$ cat src/rtl/sata_oob_pkg.sv
// Shared definitions for the host-side SATA OOB sequencer: state encodings,
// UIOOB-to-clock conversion and default timing constants.
package sata_oob_pkg;

    typedef enum logic [3:0] {
        ST_IDLE         = 4'd0,
        ST_COMRESET     = 4'd1,
        ST_WAIT_COMINIT = 4'd2,
        ST_COMWAKE      = 4'd3,
        ST_WAIT_COMWAKE = 4'd4,
        ST_WAIT_RELEASE = 4'd5,
        ST_WAIT_ALIGN   = 4'd6,
        ST_SEND_ALIGN   = 4'd7,
        ST_LINK_UP      = 4'd8
    } oob_state_e;

    // OOB signalling durations expressed in UIOOB (666.67 ps each)
    localparam int UIOOB_BURST      = 160;
    localparam int UIOOB_RESET_IDLE = 480;
    localparam int UIOOB_WAKE_IDLE  = 160;

    // One UIOOB is 2/3 of a 1 ns clock period; round to the nearest clock.
    function automatic int uioob_to_cyc(input int uioob);
        return (uioob * 2 + 1) / 3;
    endfunction

    function automatic int max2(input int a, input int b);
        return (a > b) ? a : b;
    endfunction

    localparam int C_BURST_CYC       = uioob_to_cyc(UIOOB_BURST);
    localparam int C_RESET_IDLE_CYC  = uioob_to_cyc(UIOOB_RESET_IDLE);
    localparam int C_WAKE_IDLE_CYC   = uioob_to_cyc(UIOOB_WAKE_IDLE);
    localparam int C_NBURST          = 6;
    localparam int C_COMINIT_TIMEOUT = 1_000_000;
    localparam int C_ALIGN_TIMEOUT   = 880_000;
    localparam int C_NONALIGN_N      = 3;
    localparam int C_RETRY_W         = 8;

endpackage

$ cat src/rtl/sata_oob_burst_gen.sv
// Burst/idle pattern engine shared by COMRESET and COMWAKE: P_NBURST pairs
// of a fixed-length burst followed by a selectable-length idle gap.
module sata_oob_burst_gen
    import sata_oob_pkg::*;
#(
    parameter int P_BURST_CYC      = C_BURST_CYC,
    parameter int P_RESET_IDLE_CYC = C_RESET_IDLE_CYC,
    parameter int P_WAKE_IDLE_CYC  = C_WAKE_IDLE_CYC,
    parameter int P_NBURST         = C_NBURST
) (
    input  logic clk,
    input  logic rst_n,
    input  logic start,
    input  logic run,
    input  logic idle_sel,
    output logic burst,
    output logic elecidle,
    output logic done
);

    localparam int MAX_PHASE = max2(P_BURST_CYC, max2(P_RESET_IDLE_CYC, P_WAKE_IDLE_CYC));
    localparam int CYC_W     = $clog2(MAX_PHASE + 1);
    localparam int NB_W      = $clog2(P_NBURST + 1);

    localparam logic [CYC_W-1:0] BURST_LAST      = CYC_W'(P_BURST_CYC - 1);
    localparam logic [CYC_W-1:0] RESET_IDLE_LAST = CYC_W'(P_RESET_IDLE_CYC - 1);
    localparam logic [CYC_W-1:0] WAKE_IDLE_LAST  = CYC_W'(P_WAKE_IDLE_CYC - 1);
    localparam logic [NB_W-1:0]  NB_LAST         = NB_W'(P_NBURST - 1);

    logic             active_reg;
    logic             in_burst_reg;
    logic             sel_reg;
    logic [CYC_W-1:0] cyc_reg;
    logic [NB_W-1:0]  nb_reg;
    logic [CYC_W-1:0] idle_last;

    assign idle_last = sel_reg ? WAKE_IDLE_LAST : RESET_IDLE_LAST;

    // start wins over run so a fresh sequence can begin on the entry edge
    always_ff @(posedge clk or negedge rst_n) begin
        if (!rst_n) begin
            active_reg   <= 1'b0;
            in_burst_reg <= 1'b0;
            sel_reg      <= 1'b0;
            cyc_reg      <= '0;
            nb_reg       <= '0;
        end else if (start) begin
            active_reg   <= 1'b1;
            in_burst_reg <= 1'b1;
            sel_reg      <= idle_sel;
            cyc_reg      <= '0;
            nb_reg       <= '0;
        end else if (!run) begin
            active_reg   <= 1'b0;
            in_burst_reg <= 1'b0;
        end else if (active_reg) begin
            if (in_burst_reg) begin
                if (cyc_reg == BURST_LAST) begin
                    in_burst_reg <= 1'b0;
                    cyc_reg      <= '0;
                end else begin
                    cyc_reg <= cyc_reg + CYC_W'(1);
                end
            end else if (cyc_reg == idle_last) begin
                cyc_reg <= '0;
                if (nb_reg == NB_LAST) begin
                    active_reg <= 1'b0;
                end else begin
                    nb_reg       <= nb_reg + NB_W'(1);
                    in_burst_reg <= 1'b1;
                end
            end else begin
                cyc_reg <= cyc_reg + CYC_W'(1);
            end
        end
    end

    assign burst    = active_reg & in_burst_reg;
    assign elecidle = ~burst;
    assign done     = active_reg & ~in_burst_reg & (cyc_reg == idle_last) & (nb_reg == NB_LAST);

endmodule

$ cat src/rtl/sata_oob_ctrl.sv
// Host-side SATA OOB link-initialization sequencer: COMRESET/COMWAKE
// generation, device handshake, ALIGN exchange and link-up indication.
module sata_oob_ctrl
    import sata_oob_pkg::*;
#(
    parameter int P_BURST_CYC       = C_BURST_CYC,
    parameter int P_RESET_IDLE_CYC  = C_RESET_IDLE_CYC,
    parameter int P_WAKE_IDLE_CYC   = C_WAKE_IDLE_CYC,
    parameter int P_NBURST          = C_NBURST,
    parameter int P_COMINIT_TIMEOUT = C_COMINIT_TIMEOUT,
    parameter int P_ALIGN_TIMEOUT   = C_ALIGN_TIMEOUT,
    parameter int P_NONALIGN_N      = C_NONALIGN_N,
    parameter int P_RETRY_W         = C_RETRY_W
) (
    input  logic                 i_clk,
    input  logic                 i_rst_n,
    input  logic                 i_enable,
    input  logic                 i_cominit_det,
    input  logic                 i_comwake_det,
    input  logic                 i_rx_align,
    input  logic                 i_rx_prim,
    output logic                 o_tx_burst,
    output logic                 o_tx_elecidle,
    output logic                 o_tx_align,
    output logic                 o_link_up,
    output logic [3:0]           o_state,
    output logic [P_RETRY_W-1:0] o_retry_cnt
);

    localparam int TMR_W = $clog2(max2(P_COMINIT_TIMEOUT, P_ALIGN_TIMEOUT) + 1);
    localparam int NA_W  = $clog2(P_NONALIGN_N + 1);

    localparam logic [TMR_W-1:0] COMINIT_LAST = TMR_W'(P_COMINIT_TIMEOUT - 1);
    localparam logic [TMR_W-1:0] ALIGN_LAST   = TMR_W'(P_ALIGN_TIMEOUT - 1);
    localparam logic [NA_W-1:0]  NA_LAST      = NA_W'(P_NONALIGN_N - 1);

    oob_state_e           state_reg;
    oob_state_e           state_next;
    logic [TMR_W-1:0]     timer_reg;
    logic [NA_W-1:0]      na_cnt_reg;
    logic [P_RETRY_W-1:0] retry_reg;
    logic                 cominit_prev_reg;
    logic                 retry_inc;
    logic                 state_change;
    logic                 cominit_rise;

    logic gen_start;
    logic gen_run;
    logic gen_idle_sel;
    logic gen_burst;
    logic gen_elecidle;
    logic gen_done;

    assign state_change = (state_next != state_reg);
    assign cominit_rise = i_cominit_det & ~cominit_prev_reg;

    // The engine is launched on the same edge the FSM enters a burst state,
    // so the first burst clock coincides with the first clock of that state.
    assign gen_run      = (state_next == ST_COMRESET) || (state_next == ST_COMWAKE);
    assign gen_start    = gen_run && state_change;
    assign gen_idle_sel = (state_next == ST_COMWAKE);

    sata_oob_burst_gen #(
        .P_BURST_CYC      (P_BURST_CYC),
        .P_RESET_IDLE_CYC (P_RESET_IDLE_CYC),
        .P_WAKE_IDLE_CYC  (P_WAKE_IDLE_CYC),
        .P_NBURST         (P_NBURST)
    ) u_burst_gen (
        .clk      (i_clk),
        .rst_n    (i_rst_n),
        .start    (gen_start),
        .run      (gen_run),
        .idle_sel (gen_idle_sel),
        .burst    (gen_burst),
        .elecidle (gen_elecidle),
        .done     (gen_done)
    );

    always_ff @(posedge i_clk or negedge i_rst_n) begin
        if (!i_rst_n) begin
            state_reg <= ST_IDLE;
        end else begin
            state_reg <= state_next;
        end
    end

    always_comb begin
        state_next = state_reg;
        retry_inc  = 1'b0;
        case (state_reg)
            ST_IDLE: begin
                if (i_enable) state_next = ST_COMRESET;
            end
            ST_COMRESET: begin
                if (gen_done) state_next = ST_WAIT_COMINIT;
            end
            ST_WAIT_COMINIT: begin
                if (i_cominit_det) begin
                    state_next = ST_COMWAKE;
                end else if (timer_reg == COMINIT_LAST) begin
                    state_next = ST_COMRESET;
                    retry_inc  = 1'b1;
                end
            end
            ST_COMWAKE: begin
                if (gen_done) state_next = ST_WAIT_COMWAKE;
            end
            ST_WAIT_COMWAKE: begin
                if (i_comwake_det) begin
                    state_next = ST_WAIT_RELEASE;
                end else if (timer_reg == COMINIT_LAST) begin
                    state_next = ST_COMRESET;
                    retry_inc  = 1'b1;
                end
            end
            ST_WAIT_RELEASE: begin
                if (!i_comwake_det) state_next = ST_WAIT_ALIGN;
            end
            ST_WAIT_ALIGN: begin
                if (i_rx_align) begin
                    state_next = ST_SEND_ALIGN;
                end else if (timer_reg == ALIGN_LAST) begin
                    state_next = ST_COMRESET;
                    retry_inc  = 1'b1;
                end
            end
            ST_SEND_ALIGN: begin
                if (!i_rx_align && i_rx_prim && (na_cnt_reg == NA_LAST))
                    state_next = ST_LINK_UP;
            end
            ST_LINK_UP: begin
                if (cominit_rise) state_next = ST_COMWAKE;
            end
            default: state_next = ST_IDLE;
        endcase
        if (!i_enable) begin
            state_next = ST_IDLE;
            retry_inc  = 1'b0;
        end
    end

    // Saturating so a long stay in LINK_UP cannot wrap into a false timeout
    always_ff @(posedge i_clk or negedge i_rst_n) begin
        if (!i_rst_n) begin
            timer_reg <= '0;
        end else if (state_change) begin
            timer_reg <= '0;
        end else if (timer_reg != '1) begin
            timer_reg <= timer_reg + TMR_W'(1);
        end
    end

    always_ff @(posedge i_clk or negedge i_rst_n) begin
        if (!i_rst_n) begin
            na_cnt_reg <= '0;
        end else if (state_change || (state_reg != ST_SEND_ALIGN) || i_rx_align) begin
            na_cnt_reg <= '0;
        end else if (i_rx_prim) begin
            na_cnt_reg <= na_cnt_reg + NA_W'(1);
        end
    end

    always_ff @(posedge i_clk or negedge i_rst_n) begin
        if (!i_rst_n) begin
            retry_reg        <= '0;
            cominit_prev_reg <= 1'b0;
        end else begin
            cominit_prev_reg <= i_cominit_det;
            if (retry_inc && (retry_reg != '1))
                retry_reg <= retry_reg + P_RETRY_W'(1);
        end
    end

    always_comb begin
        o_tx_burst    = 1'b0;
        o_tx_elecidle = 1'b1;
        o_tx_align    = 1'b0;
        o_link_up     = 1'b0;
        case (state_reg)
            ST_COMRESET, ST_COMWAKE: begin
                o_tx_burst    = gen_burst;
                o_tx_elecidle = gen_elecidle;
            end
            ST_WAIT_ALIGN: begin
                o_tx_elecidle = 1'b0;
            end
            ST_SEND_ALIGN: begin
                o_tx_elecidle = 1'b0;
                o_tx_align    = 1'b1;
            end
            ST_LINK_UP: begin
                o_tx_elecidle = 1'b0;
                o_link_up     = 1'b1;
            end
            default: ;
        endcase
    end

    assign o_state     = state_reg;
    assign o_retry_cnt = retry_reg;

endmodule

$ cat config.mk
export PLATFORM = sky130hd
export DESIGN_NAME = sata_oob_ctrl
export DESIGN_NICKNAME = d
export VERILOG_FILES = /design/src/rtl/sata_oob_pkg.sv /design/src/rtl/sata_oob_burst_gen.sv /design/src/rtl/sata_oob_ctrl.sv
export SDC_FILE = /design/constraint.sdc
export NUM_CORES = 1
export LEC_CHECK = 0
export CAP_MARGIN = 0
export CORE_MARGIN = 2
export CORE_UTILIZATION = 45
export CTS_CLUSTER_DIAMETER = 120
export CTS_CLUSTER_SIZE = 30
export DETAILED_ROUTE_END_ITERATION = 10
export DONT_BUFFER_PORTS = 1
export SLEW_MARGIN = 25
export SYNTH_ARGS = -nofsm -noshare
export SYNTH_HDL_FRONTEND = slang
export SYNTH_SLANG_ARGS = --single-unit
$ cat constraint.sdc
create_clock -name i_clk -period 3.15 [get_ports i_clk]
set_input_delay 0.63 -clock i_clk [delete_from_list [all_inputs] [get_ports i_clk]]
set_output_delay 0.63 -clock i_clk [all_outputs]
set_load 0.02 [all_outputs]
==> results of run 1 <==
layout make-up:
cell class                 count  area, um^2
clock buffer                   6        82.6
clock inverter                 2        12.5
fill                         624        3410
inverter                      22        82.6
multi-input combinational    259        1720
sequential                    50        1250
tap                           80         100
timing repair buffer          10        95.1
layer usage:
| metal | vias to the layer above | share of wire |
|---|---|---|
| met1 | 1235 | 0.50 |
| met3 | 9 | 0.062 |
| met4 | 0 | 0.010 |
| met2 | 83 | 0.43 |
| met5 | - | 0 |
| li1 | 1270 | - |
power by group through the flow:
stage / Clock, mW / Combinational [mW] / Sequential [mW]
after floorplan: 0 / 0.166 / 0.742
after global placement: 0 / 0.207 / 0.751
after detailed placement: 0 / 0.208 / 0.753
after CTS: 0.412 / 0.210 / 0.740
after global routing: 0.438 / 0.255 / 0.751
final: 0.393 / 0.223 / 0.741
worst register-to-register path, cell delays in order (launching register included):
cell and delay, ns:
dfrtp_1 0.45, or4b_4 0.59, nor4_2 0.26, nand4b_1 0.22
a211oi_2 0.34, a21bo_2 0.39, nand4bb_4 0.31, o32ai_2 0.25
timing repair:
action                     in CTS  in global routing
hold endpoints to repair        0                 38
setup endpoints to repair       0                  8
gates resized for setup         0                  2
hold buffers                    0                  1
path summary, 6_finish.rpt:
check | startpoint | endpoint | slack (ns)
max | timer_reg[7] | u_burst_gen.cyc_reg[1] | 0.25
max reg2reg | timer_reg[7] | u_burst_gen.cyc_reg[1] | 0.25
min in group i_clk | i_cominit_det | cominit_prev_reg | 0.35
min | i_rst_n | u_burst_gen.cyc_reg[5] | 0.02
min reg2reg | u_burst_gen.nb_reg[2] | u_burst_gen.nb_reg[2] | 0.53
max in group asynchronous | i_rst_n | timer_reg[11] | 2.81
cell usage in the layout, fill, tap and decap left out, types with 3 or more instances in the layout:
cell type / n
a21oi_1: 9
a311oi_1: 3
a31oi_1: 9
a32oi_1: 4
and2_1: 4
and3_1: 13
buf_4: 9
clkbuf_8: 6
dfrtp_1: 50
ha_1: 7
inv_1: 22
nand2_1: 30
nand3_1: 14
nand4_1: 15
nor2_1: 36
nor3_1: 9
nor3b_1: 6
nor4_1: 5
o211ai_1: 3
o21ai_0: 12
o22ai_1: 5
o31ai_1: 4
xnor2_1: 18
xor2_1: 8
metrics by stage:
stage	power (mW)	util	setup slack, ns	hold WS (ns)
final	1.36	0.496	0.245	0.0156
after floorplan	0.908	-	0.526	0.334
after detailed placement	0.961	0.476	0.184	0.336
after global routing	1.44	0.496	0.0512	0.00176
after CTS	1.36	0.491	0.143	0.00217
after global placement	0.958	0.476	0.112	0.336
cells by family (layout without fill, tap and decap cells):
logic type                 Yosys count  in the layout  share of synthesized area
xor gates and xnor gates            26             26                     0.0730
adders and majority gates            7              7                     0.0281
AOI/OAI and AO/OA                   70             70                      0.165
muxes                                4              4                     0.0136
and+or+nand+nor                    152            152                      0.271
DFF                                 50             50                      0.401
buffers and inverters               36             40                     0.0478
==> impl_results.md, run 1 <==
- Syn. warnings: 0
- H-tree levels: 2
- Placed cell area: approximately 0.0032 mm^2
- Post-route DRC: 0
- Clock power share: 0.290
- Clock sinks: 50
- Later-pin clock latency in the skew report: 0.30 ns
- Final GP Congestion: 0.831
- Yosys top cell by area: dfrtp_1
- Ports: 23
- DIE AREA: 0.00761 mm^2
- Die width: 87.2 um
- MaxCap Viol Count: 0
- Arrival @ worst endpoint: between 3 and 4 ns
- Final instance area: between 0.003 and 0.004 mm^2
- Drt wl/cell: ~17 um
- Relative slew slack: 0.494
- Setup TNS: 0 ns
- Vias/cell: between 6 and 7
- Highest Clock Rate: 344 MHz
- Final Max Tran Viols: 0
- Max reg flops: 20
- Commonest cells post-synth: dfrtp_1, nor2_1, nand2_1, inv_1, xnor2_1
- Worst Path Buf+Inv: 0
- CP delay by family, top: simple AND/OR/NAND/NOR gates
- RSZ-0062 raised after global routing: false
- Number of flops mapped to enable cells by yosys: 0
- Ys async rst share: 1.00
- Instance count on the critical path: 7
- First-pass GRT wire length: 11.8 mm
- Fin nets: 362
- Root Driver: clkbuf_8
- DR iter-0 viols: 182
- Via count: about 2.6k
- Hpwl dp: between 5 and 6 mm
- Slowest cell on crit path: or4b_4
- Synth cell types: 59
- Area grow syn2layout: 7.38%
- Sw Pwr: 0.396 mW
- Post-Layout Cell Count: 429
- Worst-margin pin slew: 0.752 ns
- Startpoint types: flop
- Hold Fails Final Rpt: 0
- Critical path class: flop to flop
- # setup viols final: 0
- Core box area: 0.00676 mm^2
- Postcts setup bufs: 0
- Met3 Use GR: 0.0360
- Synth Cell Area: approximately 0.0031 mm^2
- Largest net degree at the start of global routing: 51
- Drt pass-1 iters: 4
- Final ANT Viol Nets: 0
- Post-synth top area share: 0.401
- CTS Buf Count: 5
- Post-Synthesis Cells: 345
- Final cycle utilization of the critical path: 0.922
- PD cells: 405 mW/mm^2
- Combinational Power Share: 0.164
- Critical Path Max Stage Delay: approximately 0.58 ns
- Clock buffer depth: 2
- Count leader, synth: dfrtp_1
- Die Y: 87.2 um
- Initial Util: 0.461
- # rows: 30
- Synthesized Nets: ~360
- Share of cells above drive strength 1: 0.0917
- Leak Pwr: 1.34 nW
- Worst-path clk slew: 0.09 ns
- Gr ovfl total: 0
- GR peak layer: met1
- Int Pwr: slightly below 1 mW
- VDD IR max: 165 uV
- Avg Synthesized Cell Area: 9.04 um^2
- Sequential power share: 0.546
- Top FF cell, synth: dfrtp_1
- Register area share after synthesis: 0.401
- R2R depth: 7
- Cell breakdown of the critical path: or4b_4 > nor4_2 > nand4b_1 > a211oi_2 > a21bo_2 > nand4bb_4 > o32ai_2
- Fin Clk Skew: 0.00667 ns
- Vias in the first global route: 2375
- M2 GR Usage: 0.267
- Initial antenna violation count: 0
- Drt total wl: 7.17 mm
- CTS tree: yes
- Placed cell count: 420
- Antenna Cells: 0
- GR Util met1: 0.304
- Nature of the critical path endpoint: flop
- Post-route minimum period: 2.90 ns
- Top cells by area, synth: dfrtp_1, xnor2_1, nor2_1
- Yosys reg bits: 50
- Critical-path maximum fanout: 16
- I/O Buffers: 0
- Status: finished, final reports clean
- GRT Resource Usage Total: 0.192
- Worst hold path class: input port to asynchronous set/reset pin
- Sw Share: 0.292
- Crit path required time: 3.36 ns
Note: power is estimated with default switching activity, not from simulation.
==> run 2, diff against run 1 <==
--- a/config.mk
+++ b/config.mk
@@ -5,6 +5,8 @@
 export SDC_FILE = /design/constraint.sdc
 export NUM_CORES = 1
 export LEC_CHECK = 0
+export ABC_AREA = 1
+export ABC_CLOCK_PERIOD_IN_PS = 3150
 export CAP_MARGIN = 0
 export CORE_MARGIN = 2
 export CORE_UTILIZATION = 45
@@ -12,6 +14,7 @@
 export CTS_CLUSTER_SIZE = 30
 export DETAILED_ROUTE_END_ITERATION = 10
 export DONT_BUFFER_PORTS = 1
+export RECOVER_POWER = 50
 export SLEW_MARGIN = 25
 export SYNTH_ARGS = -nofsm -noshare
 export SYNTH_HDL_FRONTEND = slang
==> impl_results.md, run 2 <==
- Status: finished, violations left
- Failing checks: capacitance limit, slew limit
- Critical Path Max Stage Delay: 0.61 ns
- Worst hold path class: input port to flop
- Highest Clock Rate: 372 MHz
- Hpwl dp: 5.42 mm
- Crit path required time: 3.38 ns
- Gr ovfl total: 0
- # setup viols final: 0
- Drt total wl: 7.53 mm
- Worst-margin pin slew: 2.24 ns
- Most frequent cells in the layout: nand2_1, nor2_1, inv_1, dfrtp_1, nand3_1
- Largest net degree at the start of global routing: 51
- Avg Synthesized Cell Area: ~7.6 um^2
- Post-Synthesis Cells: approximately 450
- HP Start: i_cominit_det
- Hold Fails Final Rpt: 0
- Commonest cells post-synth: nand2_1, nor2_1, inv_1, dfrtp_1, nand3_1
- Nature of the critical path endpoint: flop
- PD cells: around 360 mW/mm^2
- Post-synth top area share: 0.364
- Post-route minimum period: around 2.7 ns
- Synthesized Nets: 468
- Number of flops mapped to enable cells by yosys: 0
- CTS Buf Count: 5
- Critical path class: flop to flop
- Reg2reg start: o_state[1]
- Yosys reg bits: 50
- Via count: 2908
- Commonest non-fill, non-tap cell in the layout: nand2_1
- Ys async rst share: 1.00
- Final hold slack: between 0.3 and 0.4 ns
- Vias/cell: approximately 5.3
- Core Util, Final: 0.493
- Top cells by area, synth: dfrtp_1, nand2_1, nor2_1
- Core box area: approximately 0.0073 mm^2
- I/O Buffers: 0
- Fin Clk Skew: ~0.0052 ns
- Later-pin clock latency in the skew report: 0.31 ns
- Area grow syn2layout: 5.10%
- Final Max Tran Viols: 51
- Placed cell area: 0.00349 mm^2
- DIE AREA: between 0.008 and 0.009 mm^2
- Relative slew slack: -0.495
- MaxCap Viol Count: 1
- Fill count: 727
- Final cycle utilization of the critical path: 0.854
- Share of cells above drive strength 1: 0.117
- Fin nets: 467
- Number of hold buffers added after cts: 1
- Postcts setup bufs: 0
- Max reg flops: 20
- Antenna Cells: 0
- Register area share after synthesis: 0.364
- DR iter-0 viols: around 150
- Final instance area: 0.00361 mm^2
- Cts repair resizes: 0
- Root Driver: clkbuf_8
- Drt pass-1 iters: 5
- Worst-path clk slew: 0.10 ns
- Syn. warnings: 0
- Setup TNS: 0 ns
- Synth cell types: 41
- Post-route DRC: 0
- Initial Util: 0.469
- Critical-path maximum fanout: 17
- Final ANT Viol Nets: 0
- Die Y: just over 90 um
- Final GP Congestion: 0.853
- Final Power: 1.29 mW
- Yosys top cell by area: dfrtp_1
- Ports: 23
- GRT Resource Usage Total: 0.193
- Startpoint types: flop
- Clock sinks: 50
- CTS tree: yes
- Leak Pwr: 1.76 nW
- VDD IR max: between 200 and 250 uV
- Count leader, synth: nand2_1
- Clock buffer depth: 2
- Synth Cell Area: about 0.0034 mm^2
- Die width: between 90 and 100 um
- Slowest cell on crit path: dfrtp_1
- Arrival @ worst endpoint: 2.93 ns
- # rows: 31
- Drt wl/cell: 13.6 um
- RSZ-0062 raised after global routing: false
- Cell breakdown of the critical path: inv_2 > nor3_4 > inv_1 > o22ai_1 > nand2_1 > xor2_1 > nand3_4 > nor2_8 > inv_4 > nor3_1
- Vias in the first global route: 2746
- First-pass GRT wire length: 13.1 mm
- Top FF cell, synth: dfrtp_1
- H-tree levels: 2
- CP startpoint: o_state[1]
- Initial antenna violation count: 0
-- run 2: changes by cell type in the layout (fill, tap and decap cells not counted), sizes merged, moves of 7 or more --
| cell | change |
|---|---|
| nand2 | +76 |
| xnor2 | -12 |
| nand3 | +30 |
| inv | +37 |
| nor2 | +44 |
| a31oi | -9 |
| xor2 | +12 |
| buf | -7 |
| nand4 | +7 |
| and3 | -14 |
-- run 2: cells by family after synthesis --
logic type,count (synthesis),share of synthesized area
AOI/OAI and AO/OA,28,0.0502
buffers and inverters,71,0.0932
and+or+nand+nor,271,0.398
DFF,50,0.364
adders and majority gates,7,0.0255
xor gates and xnor gates,26,0.0663
muxes,1,0.00291
-- run 2: path summary, 6_finish.rpt --
| check | to | slack, ns | depth (start not counted) |
|---|---|---|---|
| min in group asynchronous | o_state[3] | 1.08 | 1 |
| max in group asynchronous | u_burst_gen.cyc_reg[1] | 0.78 | 1 |
| max | timer_reg[13] | 0.46 | 10 |
| max reg2reg | timer_reg[13] | 0.46 | 10 |
| min reg2reg | u_burst_gen.cyc_reg[7] | 0.56 | 2 |
| min | cominit_prev_reg | 0.33 | 0 |
-- run 2: cell type report --
class,instances,area (um^2),area share
Multi-Input combinational cell,333,1870,0.516
Clock buffer,5,68.8,0.0191
Sequential cell,50,1250,0.346
Clock inverter,3,43.8,0.0121
Timing Repair Buffer,4,35.0,0.00970
Tap cell,99,124,0.0343
Inverter,59,224,0.0620
-- run 2: per-layer routing --
| layer | GRT usage | vias up | share of wire |
|---|---|---|---|
| met3 | 0.0365 | 7 | 0.037 |
| met4 | 0.0568 | 0 | 0.012 |
| li1 | - | 1454 | - |
| met1 | 0.254 | 1386 | 0.47 |
| met5 | 0 | - | 0 |
| met2 | 0.322 | 61 | 0.48 |
-- run 2: critical path, delay by kind of cell (launching register included) --
family          cells  cell delay (ns)
simple gates        5             1.16
compound gates      1             0.17
buf+inv             3             0.43
xor+xnor            1             0.23
flops               1             0.61
-- run 2: through the flow --
stage / setup slack, ns / cells
after global placement: 0.567 / 544
final: 0.459 / 553
after floorplan: 0.891 / 454
after detailed placement: 0.453 / 544
after global routing: 0.228 / 553
after CTS: 0.429 / 553
-- run 2: power breakdown --
| part | internal [mW] | leakage [nW] | total, mW | switching, mW |
|---|---|---|---|---|
| logic | 0.0370 | 1.01 | 0.135 | 0.0975 |
| clock network | 0.238 | 0.0585 | 0.473 | 0.234 |
| registers | 0.658 | 0.684 | 0.684 | 0.0256 |
